--- src/rtl/serial_adder_seq.sv ---
// Bit-serial WIDTH-bit unsigned adder, one bit per clock LSB first, built from two
// half_adder1 stages plus an OR, framed by a start/busy/done handshake.

module half_adder1 (
    input  logic a,
    input  logic b,
    output logic s,
    output logic c
);
    assign s = a ^ b;
    assign c = a & b;
endmodule

// state | meaning
// IDLE  | waiting for start_in; outputs s/c hold the last result
// RUN   | one operand bit pair added per cycle, LSB first
// DONE  | single-cycle done pulse; s/c valid
module serial_adder_seq #(
    parameter int WIDTH = 8
) (
    input  logic             clk_in,
    input  logic             rst_n_in,
    input  logic             start_in,
    input  logic [WIDTH-1:0] a_in,
    input  logic [WIDTH-1:0] b_in,
    output logic             busy,
    output logic             done,
    output logic [WIDTH-1:0] s,
    output logic             c
);
    localparam int CNT_W = (WIDTH > 1) ? $clog2(WIDTH) : 1;
    localparam logic [CNT_W-1:0] LAST = CNT_W'(WIDTH - 1);

    typedef enum logic [1:0] {IDLE, RUN, DONE} state_t;

    state_t           state, state_nx;
    logic [WIDTH-1:0] a_sr, b_sr, s_sr, s_nx;
    logic [CNT_W-1:0] cnt;
    logic             carry_r;
    logic             load, step, finish;
    logic             ha1_s, ha1_c, ha2_s, ha2_c, carry_nx;

    half_adder1 u_ha1 (.a(a_sr[0]), .b(b_sr[0]), .s(ha1_s), .c(ha1_c));
    half_adder1 u_ha2 (.a(ha1_s),   .b(carry_r), .s(ha2_s), .c(ha2_c));

    assign carry_nx = ha1_c | ha2_c;

    always_comb begin
        s_nx = s_sr >> 1;
        s_nx[WIDTH-1] = ha2_s;
    end

    always_ff @(posedge clk_in) begin
        if (!rst_n_in) state <= IDLE;
        else           state <= state_nx;
    end

    // DONE accepts a new start so a held start_in yields one result every WIDTH+1 cycles.
    always_comb begin
        state_nx = state;
        load     = 1'b0;
        step     = 1'b0;
        finish   = 1'b0;
        busy     = 1'b0;
        done     = 1'b0;
        case (state)
            IDLE: begin
                if (start_in) begin
                    load     = 1'b1;
                    state_nx = RUN;
                end
            end
            RUN: begin
                busy = 1'b1;
                step = 1'b1;
                if (cnt == LAST) begin
                    finish   = 1'b1;
                    state_nx = DONE;
                end
            end
            DONE: begin
                done = 1'b1;
                if (start_in) begin
                    load     = 1'b1;
                    state_nx = RUN;
                end else begin
                    state_nx = IDLE;
                end
            end
            default: state_nx = IDLE;
        endcase
    end

    always_ff @(posedge clk_in) begin
        if (!rst_n_in) begin
            a_sr    <= '0;
            b_sr    <= '0;
            s_sr    <= '0;
            carry_r <= 1'b0;
            cnt     <= '0;
            s       <= '0;
            c       <= 1'b0;
        end else begin
            if (load) begin
                a_sr    <= a_in;
                b_sr    <= b_in;
                s_sr    <= '0;
                carry_r <= 1'b0;
                cnt     <= '0;
            end else if (step) begin
                a_sr    <= a_sr >> 1;
                b_sr    <= b_sr >> 1;
                s_sr    <= s_nx;
                carry_r <= carry_nx;
                cnt     <= cnt + 1'b1;
            end
            if (finish) begin
                s <= s_nx;
                c <= carry_nx;
            end
        end
    end
endmodule

--- config.mk ---
export PLATFORM = sky130hd
export DESIGN_NAME = serial_adder_seq
export DESIGN_NICKNAME = d
export VERILOG_FILES = /design/src/rtl/serial_adder_seq.sv
export SDC_FILE = /design/constraint.sdc
export NUM_CORES = 1
export LEC_CHECK = 0
export BUFFER_PORTS_ARGS = -buffer_cell sky130_fd_sc_hd__buf_2
export CAP_MARGIN = 0
export CORE_MARGIN = 10
export CORE_UTILIZATION = 35
export CTS_CLUSTER_DIAMETER = 150
export DETAILED_ROUTE_END_ITERATION = 10
export PLACE_DENSITY = 0.55
export REMOVE_ABC_BUFFERS = 1
export SYNTH_ARGS = -nofsm -noshare
export SYNTH_HDL_FRONTEND = slang
export SYNTH_SLANG_ARGS = --single-unit
--- constraint.sdc ---
create_clock -name clk_in -period 1.2 [get_ports clk_in]
set_input_delay 0.12 -clock clk_in [delete_from_list [all_inputs] [get_ports clk_in]]
set_output_delay 0.12 -clock clk_in [all_outputs]
set_load 0.02 [all_outputs]
==> metrics.txt, run 1 <==
outcome finished clean; final global-route overflow total 0; worst slew pin tran ~0.31 ns; clock network fraction of total power 34.7%; post-synth top area cell dfxtp_1; placer congestion estimate about 0.69; Final period util 96.44%; drt first pass iters 4; Max Slew Vio Count 0; Power Dens Cells ~1300 mW/mm²; Comb pwr share roughly an eighth; GR Util All Layers about 10%; CP Launch Type flop; Final min period approximately 1.2 ns; Gate Count Post-Synth 175; nets@finish 236; drt initial violations 48; CTS root buf clkbuf_8; die width approximately 86 µm; Synth Register Bits 38; Area Overhead vs Synth 29.86%; start point of the worst min-delay path b_in[7]; post-synth top area share 49.88%; CTS tree built; WL final ~3600 µm; multi-input logic area 724.4 µm²; Antenna diodes 0; via count 1359; Arr. time, crit path 1.37 ns; commonest non-fill, non-tap cell in the layout nand2_1; Reg clk slew, reported paths 0.07 ns; dpl hpwl around 2400 µm; Seq. cell area 767.0 µm²; Die Area 0.007399 mm²; Ports 30; Post-Syn Area 0.001525 mm²; Final ANT Viol Nets 0; Mapped Avg Cell Area 8.716 µm²; leak pwr 0.7712 nW; Clock Skews 0.004986 ns; antenna violations before repair 0; Max VDD drop 0.8161 mV; yosys warns 0; I/O Buffers 29; Post-route DRC 0; clk_lat worst skew around 0.28 ns; layout cell share with drive strength beyond 1 approximately a third; CTS max path bufs 2; fill cell count 410; first-pass GRT wire length 6161 µm; final hold vios 0; Placed Cells 252; sequential share of power 52.2%; Die H 86.02 µm; WL/cell roughly 14 µm; Critical Path Start cnt[1]; largest net degree at the start of global routing 24; Worst Setup Path Type flop to flop; Post-Layout Cell Count 265; maxcap violations 0; Tightest Hold Check Type input pin to flop; H-tree depth 2; most frequent cells in the layout nand2_1, dfxtp_1, buf_2; Crit path required time 1.41 ns; Reg-to-Reg Start cnt[1]; max_slew headroom just under 80%; CP endpoint kind flop; vias in the first global route approximately 1400; top cells by area, synth dfxtp_1, nand2_1, o221ai_1, nand3_1, a21oi_1; sequential area share after synthesis between 40% and 50%; P_sw between 0.6 and 0.7 mW; clk sinks 38; Place WS -0.1343 ns; library cells used by synthesis 25; cts bufs inserted 5; CP Max Fanout 7; initial core utilization 37.06%; worst setup margin 0.04268 ns; Site Rows 23; final setup vio count 0; vias per inst 5.128; Sw Ratio ~25%; RSZ-0062 raised after global routing yes; fmax 864.1 MHz; P_int 1.947 mW; Core Box Area 0.004115 mm²
## stage by stage
| step | util, % | total power, mW | hold WS, ns | setup TNS [ns] | instance area, µm² |
|---|---|---|---|---|---|
| after global routing | 48.13 | 2.709 | 0.09164 | -0.08843 | 1981 |
| after floorplan | - | 1.538 | 0.2361 | -10.44 | 1438 |
| after detailed placement | 43.08 | 1.697 | 0.3691 | -0.9002 | 1773 |
| after global placement | 43.08 | 1.689 | 0.3571 | -0.3493 | 1773 |
| final | 48.13 | 2.598 | 0.06960 | 0 | 1981 |
| after CTS | 46.67 | 2.611 | 0.06069 | -0.005970 | 1921 |
## layout make-up
| class | count | share of cell area (%) |
|---|---|---|
| Clock buffer | 7 | 4.359 |
| Timing Repair Buffer | 46 | 16.49 |
| Sequential cell | 38 | 38.72 |
| Multi-Input combinational cell | 122 | 36.58 |
| Tap cell | 50 | 3.159 |
| Inverter | 1 | 0.4422 |
| Clock inverter | 1 | 0.2527 |
## critical path, stage by stage, from the launching register on
cell	delay [ns]
dfxtp_2	0.34
ha_4	0.16
ha_4	0.15
nand3b_1	0.11
buf_6	0.14
nand2_2	0.04
a21boi_1	0.14
## cell usage after synthesis
cell type,count
nor2b_1,2
nand2b_1,2
clkbuf_1,2
nor3_1,10
o221ai_1,10
xnor2_1,1
ha_1,2
buf_4,3
nand3b_1,1
nand2_1,38
a31oi_1,2
buf_2,7
and2_1,1
a22oi_1,2
o21ai_0,3
and3_1,1
inv_6,1
dfxtp_1,38
buf_6,2
nor2_1,11
a21boi_0,7
fa_1,1
a21boi_1,5
a21oi_1,11
nand3_1,12
## power by group through the flow
stage,registers [mW],logic [mW],clock network [mW]
global placement,1.38,0.312,0
CTS,1.35,0.332,0.927
finish,1.35,0.342,0.901
floorplan,1.37,0.166,0
detailed placement,1.38,0.318,0
global route,1.36,0.383,0.964
## registers in the layout (all words and copies together), names as in the netlist
name,count
cnt,3
b_sr,8
c,1
state,2
s_sr,7
s,8
carry_r,1
a_sr,8
## per-layer routing
layer / part of all wire, % / GRT usage [%]
met5: 0 / 0
met4: 0.59 / 2.844
met3: 9.1 / 4.636
met2: 45 / 16.36
met1: 45 / 11.00
## path summary, 6_finish.rpt
kind,to,slack [ns],cells after the start
worst max-delay path,s[3],0.04,6
worst min-delay path,b_sr[7],0.07,3
worst max register to register,s[3],0.04,6
worst min register to register,s[4],0.45,2
## cells by family after synthesis
logic type      after synthesis  share of synthesized area, %
buf+inv                      15                         6.316
fa+ha+maj                     3                         2.953
flops                        38                         49.88
simple gates                 78                         22.23
xor+xnor                      1                        0.5743
compound gates               40                         18.05
## what timing repair did
action,in CTS,in global routing
pin swaps,2,12
hold buffers,0,0
endpoints found under the setup margin,12,38
buffers inserted,4,1
resized for setup,11,16
(Power assumes the default switching activity.)
==> inputs of run 2 (changes only) <==
- SETUP_SLACK_MARGIN: not set -> 0.5
==> run 2 against run 1 <==
Net effect: via count is 14% higher; first-iteration DRC count is 21% lower; combinational power is 100% higher; hold slack improved by 0.0020 ns; register-to-register slack got worse by 0.04 ns; utilization grew 21 points; clock power increased by 2.9%; fmax fell by 3.2%; count of clock-buffer cells in the layout did not move; sequential power is essentially flat; critical path depth did not move.
==> metrics.txt, run 2 (synthesized netlist as in run 1, its figures left out) <==
nets@finish 266 (+13%); Site Rows 23 (unchanged); largest registers a_sr: 8 flops, b_sr: 8 flops, s: 8 flops; Placed Cells 252 (unchanged); most frequent cells in the layout dfxtp_1, buf_6, buf_4; CTS root buf clkbuf_8; layout cell share with drive strength beyond 1 68.16% (+37 points); start point of the worst min-delay path a_in[7]; total negative slack 0 ns (unchanged); dpl hpwl 2446 µm (unchanged); Seq. cell area 780.7 µm² (+1.8%); Reg-to-Reg Start state[1]; Area Overhead vs Synth 85.56%; RSZ-0062 raised after global routing yes; drt first pass iters 4 (unchanged); WL/cell 16.70 µm (+23%); worst slew pin tran 0.4818 ns (+0.1690 ns); clk sinks 38 (unchanged); Max Slew Vio Count 0 (unchanged); CTS max path bufs 2 (unchanged); Final min period 1.196 ns (+0.03875 ns); flop2flop setup slack 0.004 ns (-0.04 ns); Die H 86.02 µm (unchanged); cts bufs inserted 5 (unchanged); die width 86.02 µm (unchanged); final global-route overflow total 0 (unchanged); vias per inst 5.241 (+2.2%); final setup vio count 0 (unchanged); Hold Path Depth 3 (unchanged); hold path endpoint a_sr[7]; Post-Layout Cell Count 295 (+11%); Power Dens Cells 1062 mW/mm² (-19%); largest net degree at the start of global routing 19 (-21%); R2R cell count 6 (unchanged); final instance area 0.002830 mm² (+43%); antenna violations before repair 0 (unchanged); maxcap violations 0 (unchanged); area after detailed placement 0.001773 mm² (unchanged); max_slew headroom 67.88% (-11 points); via count 1546 (+14%); fill cell count 302 (-26%); Arr. time, crit path 1.42 ns (+0.05 ns); reg-to-reg endpoint s[1]; Max VDD drop 0.8385 mV (+2.7%); Reg clk slew, reported paths 0.08 ns (about the same); leak pwr 1.154 nW (+50%); Core Box Area 0.004115 mm² (unchanged); Place WS -0.1343 ns (unchanged); Final period util 99.67% (+3.2 points); Crit path required time 1.42 ns (about the same); WL final 4927 µm (+37%); Post-route DRC 0 (unchanged); Worst Setup Path Type flop to flop; commonest non-fill, non-tap cell in the layout dfxtp_1; Tightest Hold Check Type input pin to flop; multi-input logic area 0.001070 mm² (+48%); initial core utilization 37.06% (unchanged); worst setup margin 0.003923 ns (-0.03875 ns); Ports 30 (unchanged); # hold bufs at CTS 0 (unchanged); minimum hold slack 0.07156 ns (+0.001956 ns); placer congestion estimate 0.6895 (unchanged); Antenna diodes 0 (unchanged); fmax 836.1 MHz (-3.2%); Final ANT Viol Nets 0 (unchanged); CTS tree built; Die Area 0.007399 mm² (unchanged); I/O Buffers 29 (unchanged); CP Launch Type flop; clk_lat worst skew 0.30 ns (+0.02 ns); CP endpoint kind flop; final hold vios 0 (unchanged); outcome finished clean; CP Max Fanout 6 (-1); Clock Skews 0.006217 ns (+0.001231 ns); vias in the first global route 1666 (+19%); GR Util All Layers 12.70% (+2.8 points); H-tree depth 2 (unchanged); drt initial violations 38 (-21%); first-pass GRT wire length 7741 µm (+26%)
==> run 2: per-stage QoR <==
step	util [%]	power (mW)
2_1_floorplan	-	1.538
3_3_place_gp	43.08	1.689
3_5_place_dp	43.08	1.697
4_1_cts	61.84	2.872
5_1_grt	68.77	3.139
6_report	68.77	3.006
==> run 2: final cells by class <==
class	count	area share [%]
clock buffers	7	3.050
clock inverters	1	0.1768
inverters	1	0.3979
multi-input cells	122	37.80
flip-flops and latches	38	27.59
well taps	50	2.210
repair buffers	76	28.78
==> run 2: worst max-delay path by stage <==
| stage | startpoint | endpoint | slack, ns | cells after the start |
|---|---|---|---|---|
| after floorplan | state[1] | a_sr[0] | -0.38 | 4 |
| after global placement | cnt[0] | c | -0.05 | 5 |
| after detailed placement | cnt[0] | s[7] | -0.13 | 5 |
| after CTS | carry_r | s[7] | 0.04 | 3 |
| after global routing | state[1] | s[4] | -0.06 | 6 |
| final | state[1] | s[1] | 0.004 | 6 |
==> run 2: layer usage <==
layer / vias to the layer above / global-route usage, % / part of all wire [%]
li1: 754 / - / -
met1: 751 / 13.69 / 41
met2: 34 / 21.50 / 52
met3: 7 / 5.676 / 5.9
met4: 0 / 4.341 / 1.5
met5: - / 0 / 0
==> run 2: repair_timing <==
action / 4_1_cts / 5_1_grt
setup endpoints to repair: 49 / 49
hold endpoints to repair: 0 / 0
resized for setup: 116 / 47
gates cloned: 6 / 1
setup buffers: 21 / 7
pin swaps: 58 / 27
==> run 2: worst max-delay path, cell delays in order (launching register included) <==
cell and delay, ns:
dfxtp_2 0.34, nand2b_4 0.18, inv_8 0.10, buf_6 0.12, clkbuf_16 0.14, nand3_1 0.09, a21boi_1 0.16
==> run 2: power by group <==
group,internal [mW],switching (mW)
Combinational,0.386,0.313
Sequential,1.32,0.0621
Clock,0.464,0.463
Total,2.17,0.838
==> inputs of run 3 (changes only) <==
- CORE_UTILIZATION: 35 -> 30
- PLACE_DENSITY: 0.55 -> 0.48
- SETUP_SLACK_MARGIN: 0.5 -> not set
==> run 3 against run 2 <==
Net effect: critical path depth is the same; setup slack gained 0.039 ns; non-clock buffer count shrank 25; largest cell class is now sequential cells; count of clock-buffer cells in the layout shrank 2; global-route usage shrank 3.0 points.
==> metrics.txt, run 3 (synthesized netlist as in run 1, its figures left out) <==
Antenna diodes 0 (unchanged); Crit path required time 1.43 ns (about the same); sequential share of power 44.6% (-1.3 points); first-pass GRT wire length 6762 µm (-13%); vias per inst 4.801 (-8.4%); Max Slew Vio Count 0 (unchanged); CTS tree built; Buf/Inv on CP 1 (-2); RSZ-0062 raised after global routing yes; Clock Skews 0.01034 ns (+0.004124 ns); Seq. cell area 767.0 µm² (-1.8%); final instance area 0.002136 mm² (-25%); Area Overhead vs Synth 40.03%; final global-route overflow total 0 (unchanged); drt initial violations 40 (+5.3%); CP max-delay cell dfxtp_2; maxcap violations 0 (unchanged); fmax 864.1 MHz (+3.4%); Tightest Hold Check Type input pin to flop; Die Area 0.008336 mm² (+13%); placer congestion estimate 0.7188 (+4.2%); via count 1378 (-11%); final hold vios 0 (unchanged); leak pwr 0.8283 nW (-28%); max incr delay on CP 0.34 ns (about the same); Place WS -0.1558 ns (-0.02147 ns); worst slew pin tran 0.1941 ns (-0.2876 ns); area after detailed placement 0.001837 mm² (+3.6%); max_slew headroom 87.06% (+19 points); WL/cell 13.33 µm (-20%); Site Rows 25 (+8.7%); largest net degree at the start of global routing 19 (unchanged); vias in the first global route 1525 (-8.5%); Die H 91.30 µm (+6.1%); Worst Setup Path Type flop to flop; final setup vio count 0 (unchanged); Power Dens Cells 1424 mW/mm² (+34%); cts bufs inserted 5 (unchanged); GR Util All Layers 9.737% (-3.0 points); met2 GRT Util 16.65% (-4.9 points); Reg clk slew, reported paths 0.07 ns (about the same); Sw Ratio 23.09% (-4.8 points); most frequent cells in the layout dfxtp_1, nand2_1, buf_2; I/O Buffers 29 (unchanged); largest registers a_sr: 8 flops, b_sr: 8 flops, s: 8 flops; most used cell, CP ha_4; clock network fraction of total power 43.2% (+12 points); CP Cell Sequence ha_4, ha_4, nand3b_1, buf_6, nand2_2, a21boi_1; clk sinks 38 (unchanged); drt first pass iters 4 (unchanged); Comb pwr share 12.1% (-11 points); CP Launch Type flop; Max VDD drop 0.5984 mV (-29%); grt met1 use 10.38% (-3.3 points); worst setup margin 0.04275 ns (+0.03883 ns); WL final 3826 µm (-22%); Post-route DRC 0 (unchanged); die width 91.30 µm (+6.1%); initial core utilization 31.66% (-5.4 points); Final ANT Viol Nets 0 (unchanged); Arr. time, crit path 1.38 ns (-0.04 ns); met3 Track Usage GR 3.868% (-1.8 points); CTS root buf clkbuf_8; busiest grt layer met2; nets@finish 241 (-9.4%); outcome finished clean; Worst path top cell family by delay flip-flops; dpl hpwl 2619 µm (+7.1%); Core Box Area 0.004817 mm² (+17%); commonest non-fill, non-tap cell in the layout dfxtp_1; Final period util 96.44% (-3.2 points); final core utilization 44.34% (-24 points); layout cell share with drive strength beyond 1 37.27% (-31 points); multi-input logic area 762.0 µm² (-29%); P_sw 0.7023 mW (-16%); P_int 2.339 mW (+7.9%); # hold bufs at CTS 0 (unchanged); Ports 30 (unchanged); clk_lat worst skew 0.30 ns (about the same); antenna violations before repair 0 (unchanged); CP endpoint kind flop; CP Max Fanout 5 (-1); H-tree depth 2 (unchanged); CTS max path bufs 2 (unchanged); Final min period 1.157 ns (-0.03883 ns); fill cell count 505 (+67%)
## run 3: changes by cell type in the layout (fill, tap and decap cells not counted), moves of 5 or more
cell / previous run / this run
buf_6: 23 / 3
nand2_1: 17 / 32
a21oi_1: 0 / 11
a21oi_2: 11 / 0
o221ai_1: 0 / 10
buf_2: 18 / 27
dfxtp_1: 24 / 33
dfxtp_2: 13 / 5
nand2_2: 12 / 4
o221ai_2: 8 / 0
nand2_4: 9 / 2
nor3_1: 0 / 7
buf_16: 5 / 0
## run 3: layout make-up
class / instances / area share (%)
Clock buffer: 5 / 3.222
Clock inverter: 3 / 3.222
Inverter: 1 / 0.4101
Multi-Input combinational cell: 122 / 35.68
Sequential cell: 38 / 35.91
Tap cell: 67 / 3.925
Timing Repair Buffer: 51 / 17.63
## run 3: repair_timing
action | 4_1_cts | 5_1_grt
pin swaps | 13 | 8
gates cloned | 1 | 0
setup endpoints to repair | 12 | 21
setup buffers | 7 | 0
resized for setup | 21 | 18
## run 3: per-stage QoR
step           std cells  hold WS, ns  power (mW)  TNS [ns]
3_3_place_gp         273       0.3570       1.707   -0.5632
2_1_floorplan        161       0.2361       1.538    -10.44
4_1_cts              289      0.04349       3.076  -0.02901
6_report             287      0.05889       3.041         0
5_1_grt              287      0.05121       3.202  -0.03536
3_5_place_dp         273       0.3680       1.720    -1.075
## run 3: layer usage
layer	vias up	wire length, µm	share of wire (%)
met5	-	0	0
met4	0	65	1.7
met3	7	234	6.1
met2	32	1825	48
met1	645	1700	44
li1	694	-	-
## run 3: power groups by stage
stage / logic, mW / clock network [mW] / registers [mW]
finish: 0.369 / 1.31 / 1.36
global route: 0.418 / 1.42 / 1.37
CTS: 0.363 / 1.36 / 1.35
detailed placement: 0.340 / 0 / 1.38
global placement: 0.329 / 0 / 1.38
floorplan: 0.166 / 0 / 1.37
## run 3: worst paths after layout
path	startpoint	end	slack [ns]	cells after the start
worst max-delay path	cnt[0]	s[0]	0.04	6
worst min-delay path	b_in[7]	b_sr[7]	0.06	3
worst max register to register	cnt[0]	s[0]	0.04	6
worst min register to register	s[4]	s[4]	0.45	2
## run 3: worst register-to-register path, cell delays in order, from the launching register on
cell and delay [ns]:
dfxtp_2 0.34, ha_4 0.16, ha_4 0.15, nand3b_1 0.12
buf_6 0.16, nand2_2 0.05, a21boi_1 0.11
